===== src/rtl/gpio_in_conditioner.sv =====
// gpio_in_conditioner
//   Conditions raw board pins for the CPU core's gpi port. Each bit is
//   synchronised into clk, debounced against a shared sample tick and
//   presented as a clean registered level. The block also emits one-cycle
//   rise/fall pulses for downstream event logic.
//
// Ports
//   clk      system clock, rising edge
//   rst      synchronous reset, active-high
//   pin_in   raw asynchronous pin levels
//   gpi      debounced registered level
//   rise     one-cycle pulse per bit on an accepted 0->1
//   fall     one-cycle pulse per bit on an accepted 1->0
//   changed  OR of all rise/fall pulses
module gpio_in_conditioner #(
   parameter int unsigned WIDTH        = 8,
   parameter int unsigned TICK_DIV     = 1000,
   parameter int unsigned STABLE_TICKS = 4
) (
   input  logic             clk,
   input  logic             rst,
   input  logic [WIDTH-1:0] pin_in,
   output logic [WIDTH-1:0] gpi,
   output logic [WIDTH-1:0] rise,
   output logic [WIDTH-1:0] fall,
   output logic             changed
);

   localparam int unsigned CntW = $clog2(STABLE_TICKS + 1);
   localparam int unsigned PreW = (TICK_DIV > 1) ? $clog2(TICK_DIV) : 1;

   localparam logic [PreW-1:0] PreLast = PreW'(TICK_DIV - 1);
   localparam logic [CntW-1:0] CntLast = CntW'(STABLE_TICKS - 1);

   logic [WIDTH-1:0] sync1_q, sync2_q;
   logic [PreW-1:0]  presc_q, presc_d;
   logic             tick;
   logic [CntW-1:0]  cnt_q [WIDTH];
   logic [CntW-1:0]  cnt_d [WIDTH];
   logic [WIDTH-1:0] gpi_q, gpi_d;
   logic [WIDTH-1:0] rise_q, rise_d;
   logic [WIDTH-1:0] fall_q, fall_d;

   // Shared prescaler: tick is high for the last cycle of every period.
   assign tick    = (presc_q == PreLast);
   assign presc_d = tick ? '0 : presc_q + PreW'(1);

   // Per-bit debounce: count consecutive tick samples that disagree with
   // the current level; any agreeing sample restarts the count.
   always_comb begin
      gpi_d  = gpi_q;
      rise_d = '0;
      fall_d = '0;
      for (int i = 0; i < int'(WIDTH); i++) begin
         cnt_d[i] = cnt_q[i];
         if (tick) begin
            if (sync2_q[i] == gpi_q[i]) begin
               cnt_d[i] = '0;
            end else if (cnt_q[i] == CntLast) begin
               cnt_d[i]  = '0;
               gpi_d[i]  = sync2_q[i];
               rise_d[i] = sync2_q[i];
               fall_d[i] = ~sync2_q[i];
            end else begin
               cnt_d[i] = cnt_q[i] + CntW'(1);
            end
         end
      end
   end

   always_ff @(posedge clk) begin
      if (rst) begin
         sync1_q <= '0;
         sync2_q <= '0;
         presc_q <= '0;
         cnt_q   <= '{default: '0};
         gpi_q   <= '0;
         rise_q  <= '0;
         fall_q  <= '0;
      end else begin
         sync1_q <= pin_in;
         sync2_q <= sync1_q;
         presc_q <= presc_d;
         cnt_q   <= cnt_d;
         gpi_q   <= gpi_d;
         rise_q  <= rise_d;
         fall_q  <= fall_d;
      end
   end

   assign gpi     = gpi_q;
   assign rise    = rise_q;
   assign fall    = fall_q;
   assign changed = |(rise_q | fall_q);

endmodule


===== config.mk =====
export PLATFORM = sky130hd
export DESIGN_NAME = gpio_in_conditioner
export DESIGN_NICKNAME = d
export VERILOG_FILES = /design/src/rtl/gpio_in_conditioner.sv
export SDC_FILE = /design/constraint.sdc
export NUM_CORES = 1
export LEC_CHECK = 0
export ABC_CLOCK_PERIOD_IN_PS = 1700
export BUFFER_PORTS_ARGS = -buffer_cell sky130_fd_sc_hd__buf_2
export CORE_MARGIN = 4
export CORE_UTILIZATION = 35
export DETAILED_ROUTE_END_ITERATION = 16
export GPL_ROUTABILITY_DRIVEN = 0
export RECOVER_POWER = 100
export SYNTH_ARGS = -nofsm -noshare
export SYNTH_HDL_FRONTEND = slang
export SYNTH_SLANG_ARGS = --single-unit

===== constraint.sdc =====
create_clock -name clk -period 1.7 [get_ports clk]
set_input_delay 0.17 -clock clk [delete_from_list [all_inputs] [get_ports clk]]
set_output_delay 0.17 -clock clk [all_outputs]
set_load 0.02 [all_outputs]

==> reports/summary.txt <==
Comb pwr share: 2.9%
Sw Share: 20.6%
Bufs on Longest Clock Path: 2
Worst r2r path cells: 5
Pre-CTS setup slack: 41.7 ps
Initial Utilization: 36.5%
Die Y: 98.3 µm
Internal power: 2.66 mW
Clk slew on worst S/H paths: 70 ps
Warnings from Yosys: 0
CTS H-tree lvls: 3
Least-Margin Pin Slew: 618 ps
Crit start category: flop
CTS tree: yes
Flop pwr share: 52.9%
Post-route ant nets: 0
Drt initial violations: 72
Worst Hold Class: in -> reg
Sw power: 692 µW
Critical Path AT: 1900 ps
Drt drc: 0
Worst vdd ir: 489 µV
Tmin final: 1630 ps
Global route total overflow: 0
Power Dens Cells: 969 nW/µm²
Initial antenna violation count: 0
Worst Hold Path Cells: 2
Critical-path cell list: ha_4, and4bb_4, nand3_2, or4_1, a21oi_1
Final Net Count: 357
Number of synthesized register bits: 74
HP Start: pin_in[4]
Critical R2R Capture: cnt_q[18]$_SDFFE_PP0N_
Avg WL per Cell: 13.4 µm
Drt pass-1 iters: 4
Layout Skew: 7.40 ps
Worst-Skew Late Latency: 340 ps
GRT Util Overall: 12.9%
Rows: 32
Critical Path Start: presc_q[0]$_SDFF_PP0_
Slew Limit Fails: 0
Lkg Pwr: 1.43 nW
Post-synthesis sequential area ratio: 52.0%
Final hold violations: 0
# diodes: 0
Vias: 2,171
End of the worst hold path: sync1_q[4]$_SDFF_PP0_
Worst Setup End Kind: flop
Critical path required time: 1970 ps
CTS Buf Count: 9
Via density: 4.88
Total core area: 7810 µm²
CTS root buffer: clkbuf_8
Avg Synthesized Cell Area: 9.77 µm²
Vias in the first global route: 2,108
Mapped Area: 2850 µm²
Post-CTS Setup Bufs: 0
Crit-path max FO: 4
Area grow syn2layout: 21.3%
Finish-stage setup viols: 0
Worst R2R Setup Slack: 70 ps
Netlist cell types: 32
DIE WIDTH: 98.3 µm
Share of cells above drive strength 1: 20.4%
Hold Buf Count CTS: 0
Layout Cells excl Fill: 445
Post-Syn Nets: 311
Critical path start-end classification: reg -> reg
Clk pwr share: 44.2%
I/O Pins: 35
Post-Synthesis Cells: 292
Fmax: 614 MHz
Die area: 9660 µm²
Max cap viols: 0
Detail Placement HPWL: 4060 µm
# clock sinks: 74
Final WS setup: 70.1 ps
Slowest stage delay, CP: 510 ps
Max transition margin: 58.8%
First-pass GRT wire length: 10,000 µm
# port buffers: 34
Pwr Total: 3.35 mW
Worst r2r src: presc_q[0]$_SDFF_PP0_
Crit-path slowest cell: or4_1
Routed wire length: 5960 µm
Placed insts: 429
Status: finished, final reports clean
Largest net degree at the start of global routing: 32
Final period utilization: 95.9%
[repair_timing]
item                                    4_1_cts  5_1_grt
resized for setup                             0        8
hold endpoints to repair                      0        0
endpoints found under the setup margin        0       29
[layout make-up]
| cell class | count | area (µm²) |
|---|---|---|
| multi-input cells | 197 | 1340 |
| inverters | 10 | 37.5 |
| fillers | 783 | 4350 |
| clock inverters | 5 | 77.6 |
| repair buffers | 46 | 255 |
| clock buffers | 11 | 141 |
| flip-flops and latches | 74 | 1480 |
| well taps | 102 | 128 |
[power by group through the flow]
stage               Combinational, mW  Clock [mW]  Sequential [mW]
finish                         0.0973        1.48             1.77
global route                    0.110        1.60             1.78
CTS                            0.0956        1.52             1.77
detailed placement             0.0953           0             1.81
global placement               0.0936           0             1.81
floorplan                      0.0607           0             1.81
[routing by layer]
metal	routed length [µm]	vias to the layer above	track usage, %
met5	0	-	0
li1	-	1125	-
met4	69	0	3.78
met2	2820	33	20.6
met3	224	8	4.07
met1	2840	1005	16.7
[synth_stat cells]
library cell | n | area, µm²
inv_1 | 10 | 37.5
a31o_2 | 1 | 8.76
nor3_2 | 1 | 10.0
or4_1 | 2 | 15.0
xor2_1 | 3 | 26.3
nor3_1 | 10 | 50.1
and4bb_4 | 1 | 16.3
nand3_1 | 19 | 95.1
nor2_1 | 12 | 45.0
nand3_2 | 1 | 10.0
xnor2_1 | 10 | 87.6
a22oi_1 | 2 | 15.0
nand4bb_1 | 1 | 11.3
and4_1 | 1 | 8.76
a31oi_1 | 1 | 6.26
nand3b_1 | 2 | 15.0
buf_2 | 2 | 10.0
nor3b_1 | 16 | 120
nand4_1 | 2 | 12.5
nand2_1 | 19 | 71.3
clkbuf_1 | 9 | 33.8
nor4_4 | 1 | 21.3
dfxtp_1 | 74 | 1480
and2_1 | 2 | 12.5
a21oi_1 | 14 | 70.1
o21ai_0 | 16 | 80.1
and3_1 | 2 | 12.5
nor4_1 | 10 | 62.6
nor2b_1 | 24 | 150
a22o_1 | 6 | 52.6
ha_1 | 9 | 113
o211a_1 | 9 | 90.1
[worst max path at each step]
stage	slack, ps	depth (start not counted)	to
3_5_place_dp	40	6	rise[3]$_SDFF_PP0_
6_report	70	5	cnt_q[18]$_SDFFE_PP0N_
5_1_grt	-5	5	cnt_q[18]$_SDFFE_PP0N_
3_3_place_gp	100	5	cnt_q[18]$_SDFFE_PP0N_
2_1_floorplan	50	5	cnt_q[18]$_SDFFE_PP0N_
4_1_cts	6	4	changed
[state kept, by name, summed over array words and instances, names as in the netlist]
signal	count
sync1_q	8
sync2_q	8
rise	8
cnt_q	24
gpi	8
fall	8
presc_q	10
[layout by cell type (no fill, tap or decap), types with 2 or more instances in the layout]
| cell | netlist | layout |
|---|---|---|
| a22oi_1 | 2 | 2 |
| dfxtp_2 | 0 | 2 |
| nor4_1 | 10 | 8 |
| a22o_1 | 6 | 6 |
| nor2b_1 | 24 | 24 |
| nand3b_1 | 2 | 2 |
| a21oi_1 | 14 | 14 |
| o21ai_0 | 16 | 15 |
| and3_1 | 2 | 2 |
| buf_2 | 2 | 33 |
| nor2_1 | 12 | 12 |
| clkbuf_8 | 0 | 10 |
| xnor2_1 | 10 | 10 |
| ha_1 | 9 | 8 |
| nor4_2 | 0 | 2 |
| clkbuf_1 | 9 | 3 |
| nor3b_1 | 16 | 16 |
| nor3_1 | 10 | 10 |
| clkinv_2 | 0 | 2 |
| nand2_1 | 19 | 19 |
| xor2_1 | 3 | 3 |
| o211a_1 | 9 | 9 |
| dfxtp_1 | 74 | 72 |
| or4_1 | 2 | 2 |
| bufinv_16 | 0 | 2 |
| buf_4 | 0 | 11 |
| nand4_1 | 2 | 2 |
| and2_1 | 2 | 2 |
| nand3_1 | 19 | 19 |
| inv_1 | 10 | 10 |
[per-stage QoR]
stage / hold WS (ps) / utilization (%) / area [µm²] / setup TNS, ps
5_1_grt: 24.2 / 44.3 / 3460 / -5.48
2_1_floorplan: 298 / - / 2850 / 0
3_5_place_dp: 386 / 41.0 / 3200 / 0
6_report: 32.2 / 44.3 / 3460 / 0
4_1_cts: 17.8 / 43.8 / 3420 / 0
3_3_place_gp: 378 / 41.0 / 3200 / 0
[critical path: cells and delay by family, from the launching register on]
family,cells,cell delay [ps]
adders and majority gates,1,160
DFF,1,360
and+or+nand+nor,3,890
AOI/OAI and AO/OA,1,150
[cell families (layout without fill, tap and decap cells)]
| family | Yosys count | in the layout | synth area share (%) |
|---|---|---|---|
| AO/OA/AOI/OAI | 49 | 49 | 11.3 |
| XOR/XNOR | 13 | 13 | 3.99 |
| adder cells (fa/ha/maj) | 9 | 9 | 3.95 |
| buffers and inverters | 21 | 72 | 2.85 |
| flip-flops | 74 | 74 | 52.0 |
| AND/OR/NAND/NOR | 126 | 126 | 25.9 |
No activity file was read; power rests on OpenSTA's default activity.
